**src/rtl/hist_run_sched.sv**
```systemverilog
// hist_run_sched: run scheduler gating an LFSR stream into a FIFO for a fixed
// number of beats, waiting for the pipeline to drain, then launching a RAM readout.
//   aclk, aresetn           clock, async active-low reset
//   start, abort            run request (IDLE only) / run cancel (non-IDLE)
//   cfg_samples             beats per run, latched on an accepted start
//   s_axis_*                LFSR stream in;  m_axis_* gated stream out to FIFO
//   pipe_idle               FIFO empty and histogram quiet
//   rd_start, rd_done       readout launch pulse / readout complete pulse
//   busy, done, state       status: non-IDLE, completion pulse, current state
//   sample_cnt              beats accepted in the current/last run
module hist_run_sched #(
   parameter int DATA_WIDTH = 32,
   parameter int CNT_WIDTH  = 16
) (
   input  logic                  aclk,
   input  logic                  aresetn,
   input  logic                  start,
   input  logic                  abort,
   input  logic [CNT_WIDTH-1:0]  cfg_samples,
   input  logic [DATA_WIDTH-1:0] s_axis_tdata,
   input  logic                  s_axis_tvalid,
   output logic                  s_axis_tready,
   output logic [DATA_WIDTH-1:0] m_axis_tdata,
   output logic                  m_axis_tvalid,
   input  logic                  m_axis_tready,
   input  logic                  pipe_idle,
   output logic                  rd_start,
   input  logic                  rd_done,
   output logic                  busy,
   output logic                  done,
   output logic [1:0]            state,
   output logic [CNT_WIDTH-1:0]  sample_cnt
);
   localparam logic [1:0] S_IDLE    = 2'd0;
   localparam logic [1:0] S_STREAM  = 2'd1;
   localparam logic [1:0] S_DRAIN   = 2'd2;
   localparam logic [1:0] S_READOUT = 2'd3;
   logic [1:0]           r_state;
   logic [1:0]           w_next;
   logic [CNT_WIDTH-1:0] r_cnt;
   logic [CNT_WIDTH-1:0] r_target;
   logic                 r_busy;
   logic                 r_rd_start;
   logic                 r_done;
   logic                 w_stream;
   logic                 w_hs;
   logic                 w_last;
   logic                 w_accept;
   assign w_stream = r_state == S_STREAM;
   assign w_hs     = w_stream & s_axis_tvalid & m_axis_tready;
   // target is never zero while streaming, so target-1 cannot underflow
   assign w_last   = r_cnt == r_target - CNT_WIDTH'(1);
   assign w_accept = (r_state == S_IDLE) & start & (|cfg_samples);
   // abort outranks every non-IDLE transition
   always_comb begin
      w_next = r_state;
      if (r_state == S_IDLE)
         w_next = w_accept ? S_STREAM : S_IDLE;
      else if (abort)
         w_next = S_IDLE;
      else if (r_state == S_STREAM)
         w_next = (w_hs && w_last) ? S_DRAIN : S_STREAM;
      else if (r_state == S_DRAIN)
         w_next = pipe_idle ? S_READOUT : S_DRAIN;
      else
         w_next = rd_done ? S_IDLE : S_READOUT;
   end
   always_ff @(posedge aclk or negedge aresetn) begin
      if (!aresetn) begin
         r_state    <= S_IDLE;
         r_cnt      <= '0;
         r_target   <= '0;
         r_busy     <= 1'b0;
         r_rd_start <= 1'b0;
         r_done     <= 1'b0;
      end else begin
         r_state    <= w_next;
         r_busy     <= w_next != S_IDLE;
         r_rd_start <= (r_state == S_DRAIN) && (w_next == S_READOUT);
         r_done     <= (r_state == S_READOUT) && (w_next == S_IDLE) && !abort;
         if (w_accept) begin
            r_cnt    <= '0;
            r_target <= cfg_samples;
         end else if (w_hs) begin
            r_cnt    <= r_cnt + CNT_WIDTH'(1);
         end
      end
   end
   // the gate is a pure combinational pass-through while streaming
   assign m_axis_tdata  = s_axis_tdata;
   assign m_axis_tvalid = w_stream & s_axis_tvalid;
   assign s_axis_tready = w_stream & m_axis_tready;
   assign rd_start      = r_rd_start;
   assign done          = r_done;
   assign busy          = r_busy;
   assign state         = r_state;
   assign sample_cnt    = r_cnt;
endmodule

```
**config.mk**
```make
export PLATFORM = sky130hd
export DESIGN_NAME = hist_run_sched
export DESIGN_NICKNAME = d
export VERILOG_FILES = /design/src/rtl/hist_run_sched.sv
export SDC_FILE = /design/constraint.sdc
export NUM_CORES = 1
export LEC_CHECK = 0
export ABC_AREA = 1
export CAP_MARGIN = 40
export CORE_ASPECT_RATIO = 0.5
export CORE_MARGIN = 5
export CORE_UTILIZATION = 43
export CTS_BUF_LIST = sky130_fd_sc_hd__clkbuf_8
export DETAILED_ROUTE_END_ITERATION = 8
export PLACE_DENSITY = 0.89
export SKIP_CTS_REPAIR_TIMING = 1
export SLEW_MARGIN = 20
export SYNTH_ARGS = -nofsm -noshare
export SYNTH_HDL_FRONTEND = slang
export SYNTH_SLANG_ARGS = --single-unit
```
**constraint.sdc**
```tcl
create_clock -name aclk -period 3.8 [get_ports aclk]
set_input_delay 0.76 -clock aclk [delete_from_list [all_inputs] [get_ports aclk]]
set_output_delay 0.76 -clock aclk [all_outputs]
set_load 0.05 [all_outputs]
```
==> flow_summary.ini, run 1 <==
[timing]
finalHoldViolCount = 0
finalSetupViolCount = 0
finalClockSkew_ps = 6.930
tightest_slew_ps = 528.1
min_period_ps = 2959
slew_violations = 0
period_share = 0.7786
worst_hold_slack_ps = 335.5
max_freq_mhz = 338.0
rsz0062_at_grt = false
slew_headroom = 0.6468
tns_ps = 0

[cells_and_area]
final_common_cell = nand2_1
areaGrowthSynthToFinish_pct = 16.60
num-nets-final = 449
multi_input_area_um2 = 1189
final_layout_size_suffix_gt1_frac = 0.08673
n_antenna_cell = 0
nFillCells = 524
seqCellArea_um2 = 925.9
finalInstanceArea_um2 = 2979
fin_util = 0.5310
layout_common_cells = nand2_1 (109), inv_1 (46), clkdlybuf4s50_1 (45), dfrtp_1 (37), nor2_1 (36)

[yosys]
synth-edff-count = 0
syn-instance-count = 370
ys_types = 32
yosysWarnings = 0
synth_ff_type = dfrtp_1
synth_fp_nets = 428
ys_ff_latch = 37
syn_area_per_cell_um2 = 6.905
synth_top_cell_by_area = dfrtp_1
yosys.area.top_type_share = 0.3624
synth.area.top_cells = dfrtp_1 (36%), nand2_1 (16%), buf_4 (9.4%)
seq_area_frac_synth = 0.3624
async_flop_share = 1.000
netlist_area_um2 = 2555

[global_route]
grt_usage = 0.1626
grt_max_degree = 38
overflow = 0
antenna_found_initial = 0
grt_pass1_vias = 2150
grt_pass1_wl_um = 10190

[die]
fp-row-count = 19
die_y_um = 64.51
start_util = 0.4554
coreArea_um2 = 5610
die_w_um = 119.0
die-area_um2 = 7677
pin_count = 111

[route]
via_per_inst = 5.004
wl_per_cell_um = 13.72
drt_pre_antenna_iters = 4
ant_nets = 0
drc_errors = 0
wl_um = 6382
drt_iter0_markers = 207
via_count = 2327

[status]
status = finished, final reports clean

[setup_path]
path_cells = clkdlybuf4s50_1 -> inv_1 -> nor2_1 -> clkdlybuf4s50_1
cp_max_fo = 2
cp_data_arrival_time_ps = 2200
reg2reg_slack_ps = 1540
cpLargestDelayFamily = buffers and inverters
critical_path_buf_inv_count = 3
required_ps = 3040
critPathMaxStageDelay_ps = 810
cp-start-kind = primary input
rr_worst_depth = 17
critPathMostFrequentCell = clkdlybuf4s50_1
r2r-start = r_target[0]$_DFFE_PN0P_
worst-setup-path-type = in2out
slowest_stage = clkdlybuf4s50_1
cp-end-kind = output pin
timing.rr.end = rd_start$_DFF_PN0_

[flow_run]
maxCapViolations = 0

[clock_tree]
ctsRootBufferMaster = clkbuf_8
cts_tree = yes
cts_buffer_depth = 2
path_clk_slew_ps = 80
htree_num_levels = 2
clock_latency_ps = 300
cts_buffers = 5
cts.sinks = 37

[power]
p_per_area_nw_per_um2 = 613.1
ir_worst_vdd_mv = 0.3013
p_leak_nw = 1.425
power_mw = 1.827

[place]
placed_area_um2 = 2869
io_buffers = 46
gp_congestion = 0.8884
hpwl_um = 4853

[hold_path]
hold_class = in2async
## cell type report
| class | instances | share of cell area |
|---|---|---|
| Clock buffer | 5 | 0.02310 |
| Clock inverter | 3 | 0.007140 |
| Inverter | 49 | 0.06216 |
| Multi-Input combinational cell | 248 | 0.3990 |
| Sequential cell | 37 | 0.3108 |
| Tap cell | 73 | 0.03066 |
| Timing Repair Buffer | 50 | 0.1672 |
## routing by layer
layer	global-route usage	share of wire
met1	0.2151	0.43
met2	0.2614	0.47
met3	0.04344	0.089
met4	0.05483	0.014
met5	0	0
## where the power goes
group	internal, mW	switching (mW)	leakage (nW)
logic	0.318	0.596	0.895
clock network	0.130	0.156	0.0445
registers	0.501	0.126	0.485
total	0.949	0.878	1.42
## worst max path at each step
| stage | start | endpoint | slack, ps | depth (start not counted) |
|---|---|---|---|---|
| 6_report | s_axis_tvalid | m_axis_tvalid | 840 | 4 |
| 4_1_cts | s_axis_tvalid | m_axis_tvalid | 820 | 4 |
| 5_1_grt | s_axis_tvalid | m_axis_tvalid | 770 | 4 |
| 3_3_place_gp | m_axis_tready | s_axis_tready | 830 | 4 |
| 2_1_floorplan | state[0]$_DFF_PN0_ | sample_cnt[13]$_DFFE_PN0P_ | 1520 | 14 |
| 3_5_place_dp | s_axis_tvalid | m_axis_tvalid | 830 | 4 |
## registers in the layout (all words and copies together), names as in the netlist
register	cells
busy	1
done	1
r_target	16
state	2
sample_cnt	16
rd_start	1
## stage by stage
| step | instances | setup WS [ps] |
|---|---|---|
| floorplan | 370 | 1517 |
| global placement | 456 | 832.4 |
| detailed placement | 456 | 829.5 |
| CTS | 464 | 825.0 |
| global route | 465 | 769.6 |
| finish | 465 | 841.2 |
## cells in the mapped netlist, types with 2 or more instances
master      n
nor2_4      3
nor4_1      4
nand3_1    19
nor2_1     36
nor3_1     10
a21oi_1    10
nand4_1     3
ha_1        2
o21ai_0    17
nand2_1   109
dfrtp_1    37
buf_4      32
nand2_2     6
xnor2_1     4
inv_1      46
clkbuf_1    4
o21ai_1     2
nand3b_1    3
xor2_1      5
nor2_2      5
nand3_2     2
## worst reg2reg max path: stages, from the launching register on
cell,delay [ps]
dfrtp_1,390
inv_1,160
ha_1,310
nand2_2,160
nor2_4,180
nand2_1,90
nand3_1,90
nand2_1,50
nor2_1,100
nand2_1,80
nor2_1,90
nand2_1,90
nand2_1,90
nand2_1,60
nand2_2,80
nand2_1,60
nand2_1,70
inv_1,40
## logic make-up after synthesis
family	Yosys count	share of synthesized area
adder cells (fa/ha/maj)	2	0.009793
XOR/XNOR	9	0.03085
AND/OR/NAND/NOR	203	0.3531
buffers and inverters	85	0.1724
AO/OA/AOI/OAI	34	0.07150
flip-flops	37	0.3624
Note: power is estimated with default switching activity, not from simulation.
==> inputs of run 2 (changes only) <==
CORE_UTILIZATION = 40   (was 43)
PLACE_DENSITY = 0.88   (was 0.89)
clock period = 2.7 ns   (was 3.8 ns; I/O delays follow)
==> run 2 against run 1 <==
- highest routed layer unchanged
- sequential power up 41%
- largest power group unchanged
- largest cell class unchanged
- worst setup slack got worse by 380 ps
- routed wire length down 3.7%
- core utilization shrank 4.4 points
- total power up 39%
- first-iteration DRC count is 38% lower
- sequential cell count stayed put
- count of clock-buffer cells in the layout did not move
==> flow_summary.ini, run 2 (synthesized netlist as in run 1, its figures left out) <==
[status]
status = finished, final reports clean

[die]
die-area_um2 = 8183
fp-row-count = 20
coreArea_um2 = 6131
start_util = 0.4167
pin_count = 111
die_w_um = 123.0
die_y_um = 66.52

[cells_and_area]
finalInstanceArea_um2 = 2985
stdcell_count = 481
final_layout_size_suffix_gt1_frac = 0.08906
n_antenna_cell = 0
nFillCells = 565
num-nets-final = 450
layout_common_cells = nand2_1 (109), inv_1 (47), clkdlybuf4s50_1 (44), dfrtp_1 (37), nor2_1 (36)
fin_util = 0.4869
final_common_cell = nand2_1
areaGrowthSynthToFinish_pct = 16.85

[setup_path]
timing.rr.end = rd_start$_DFF_PN0_
reg2reg_slack_ps = 460
required_ps = 2890
rr_worst_depth = 17
cp-end-kind = flip-flop
critPathMaxStageDelay_ps = 380
critPathMostFrequentCell = nand2_1
slowest_stage = dfrtp_1
worst-setup-path-type = reg2reg
r2r-start = r_target[0]$_DFFE_PN0P_
cp_data_arrival_time_ps = 2430
path_cells = inv_1 -> ha_1 -> nand2_2 -> nor2_4 -> nand2_1 -> nand3_1 -> nand2_1 -> nor2_1 -> nand2_1 -> nor2_1 -> nand2_1 -> nand2_1 -> nand2_1 -> nand2_2 -> nand2_1 -> nand2_1 -> inv_1
cp-start-kind = flip-flop
cp_max_fo = 5

[flow_run]
maxCapViolations = 0

[hold_path]
min_path_cells = 2
hold_class = reg2reg
worstHoldStart = r_target[15]$_DFFE_PN0P_
holdPathEnd = r_target[15]$_DFFE_PN0P_

[timing]
min_period_ps = 2240
max_freq_mhz = 446.3
tns_ps = 0
tightest_slew_ps = 560.0
period_share = 0.8298
worst_hold_slack_ps = 506.3
finalHoldViolCount = 0
setup_slack_ps = 459.6
slew_headroom = 0.6232
finalSetupViolCount = 0
rsz0062_at_grt = false
finalClockSkew_ps = 5.026
slew_violations = 0

[power]
p_leak_nw = 1.434
ir_worst_vdd_mv = 0.4059
power_mw = 2.540
p_per_area_nw_per_um2 = 850.7

[place]
io_buffers = 46
hpwl_um = 4825
placed_area_um2 = 2903
gp_congestion = 0.9106
dp_slack_ps = 277.3
dp.cells = 473

[clock_tree]
cts.sinks = 37
cts_buffers = 5
path_clk_slew_ps = 70
cts_buffer_depth = 2
cts_tree = yes
htree_num_levels = 2
clock_latency_ps = 290
ctsRootBufferMaster = clkbuf_8

[route]
drc_errors = 0
drt_pre_antenna_iters = 4
via_per_inst = 4.861
drt_iter0_markers = 129
via_count = 2338
wl_per_cell_um = 12.77
wl_um = 6144
ant_nets = 0

[global_route]
overflow = 0
grt_max_degree = 38
grt_pass1_vias = 2088
grt_pass1_wl_um = 9722
antenna_found_initial = 0
grt_usage = 0.1522
run 2: metal layers:
| metal | global-route usage | share of wire | up-vias | wire length [µm] |
|---|---|---|---|---|
| met2 | 0.2386 | 0.45 | 98 | 2755 |
| met4 | 0.06069 | 0.020 | 0 | 122 |
| li1 | - | - | 1168 | - |
| met5 | 0 | 0 | - | 0 |
| met3 | 0.03986 | 0.098 | 22 | 603 |
| met1 | 0.2014 | 0.43 | 1050 | 2663 |
run 2: worst max-delay path by stage:
| stage | from | to | slack, ps | depth (start not counted) |
|---|---|---|---|---|
| finish | r_target[0]$_DFFE_PN0P_ | rd_start$_DFF_PN0_ | 460 | 17 |
| global route | r_target[0]$_DFFE_PN0P_ | rd_start$_DFF_PN0_ | 300 | 17 |
| CTS | r_target[0]$_DFFE_PN0P_ | rd_start$_DFF_PN0_ | 500 | 17 |
| detailed placement | cfg_samples[5] | sample_cnt[1]$_DFFE_PN0P_ | 280 | 9 |
| global placement | cfg_samples[5] | sample_cnt[1]$_DFFE_PN0P_ | 320 | 9 |
| floorplan | state[0]$_DFF_PN0_ | sample_cnt[13]$_DFFE_PN0P_ | 420 | 14 |
run 2: power breakdown:
| group | internal [mW] | total [mW] | switching (mW) |
|---|---|---|---|
| clock | 0.175 | 0.368 | 0.193 |
| sequential | 0.706 | 0.882 | 0.176 |
| combinational | 0.444 | 1.29 | 0.846 |
| total | 1.32 | 2.54 | 1.21 |
run 2: critical path: cells and delay by family, from the launching register on:
kind	cells	cell delay (ps)
flops	1	380
fa+ha+maj	1	300
simple gates	14	1270
buf+inv	2	180
run 2: area by class of cell:
cell class / count / area [µm²] / area share
clock inverters: 3 / 13.76 / 0.004610
multi-input cells: 248 / 1189 / 0.3982
inverters: 49 / 185.2 / 0.06203
flip-flops and latches: 37 / 925.9 / 0.3101
well taps: 88 / 110.1 / 0.03688
clock buffers: 5 / 68.82 / 0.02305
repair buffers: 51 / 493.0 / 0.1651
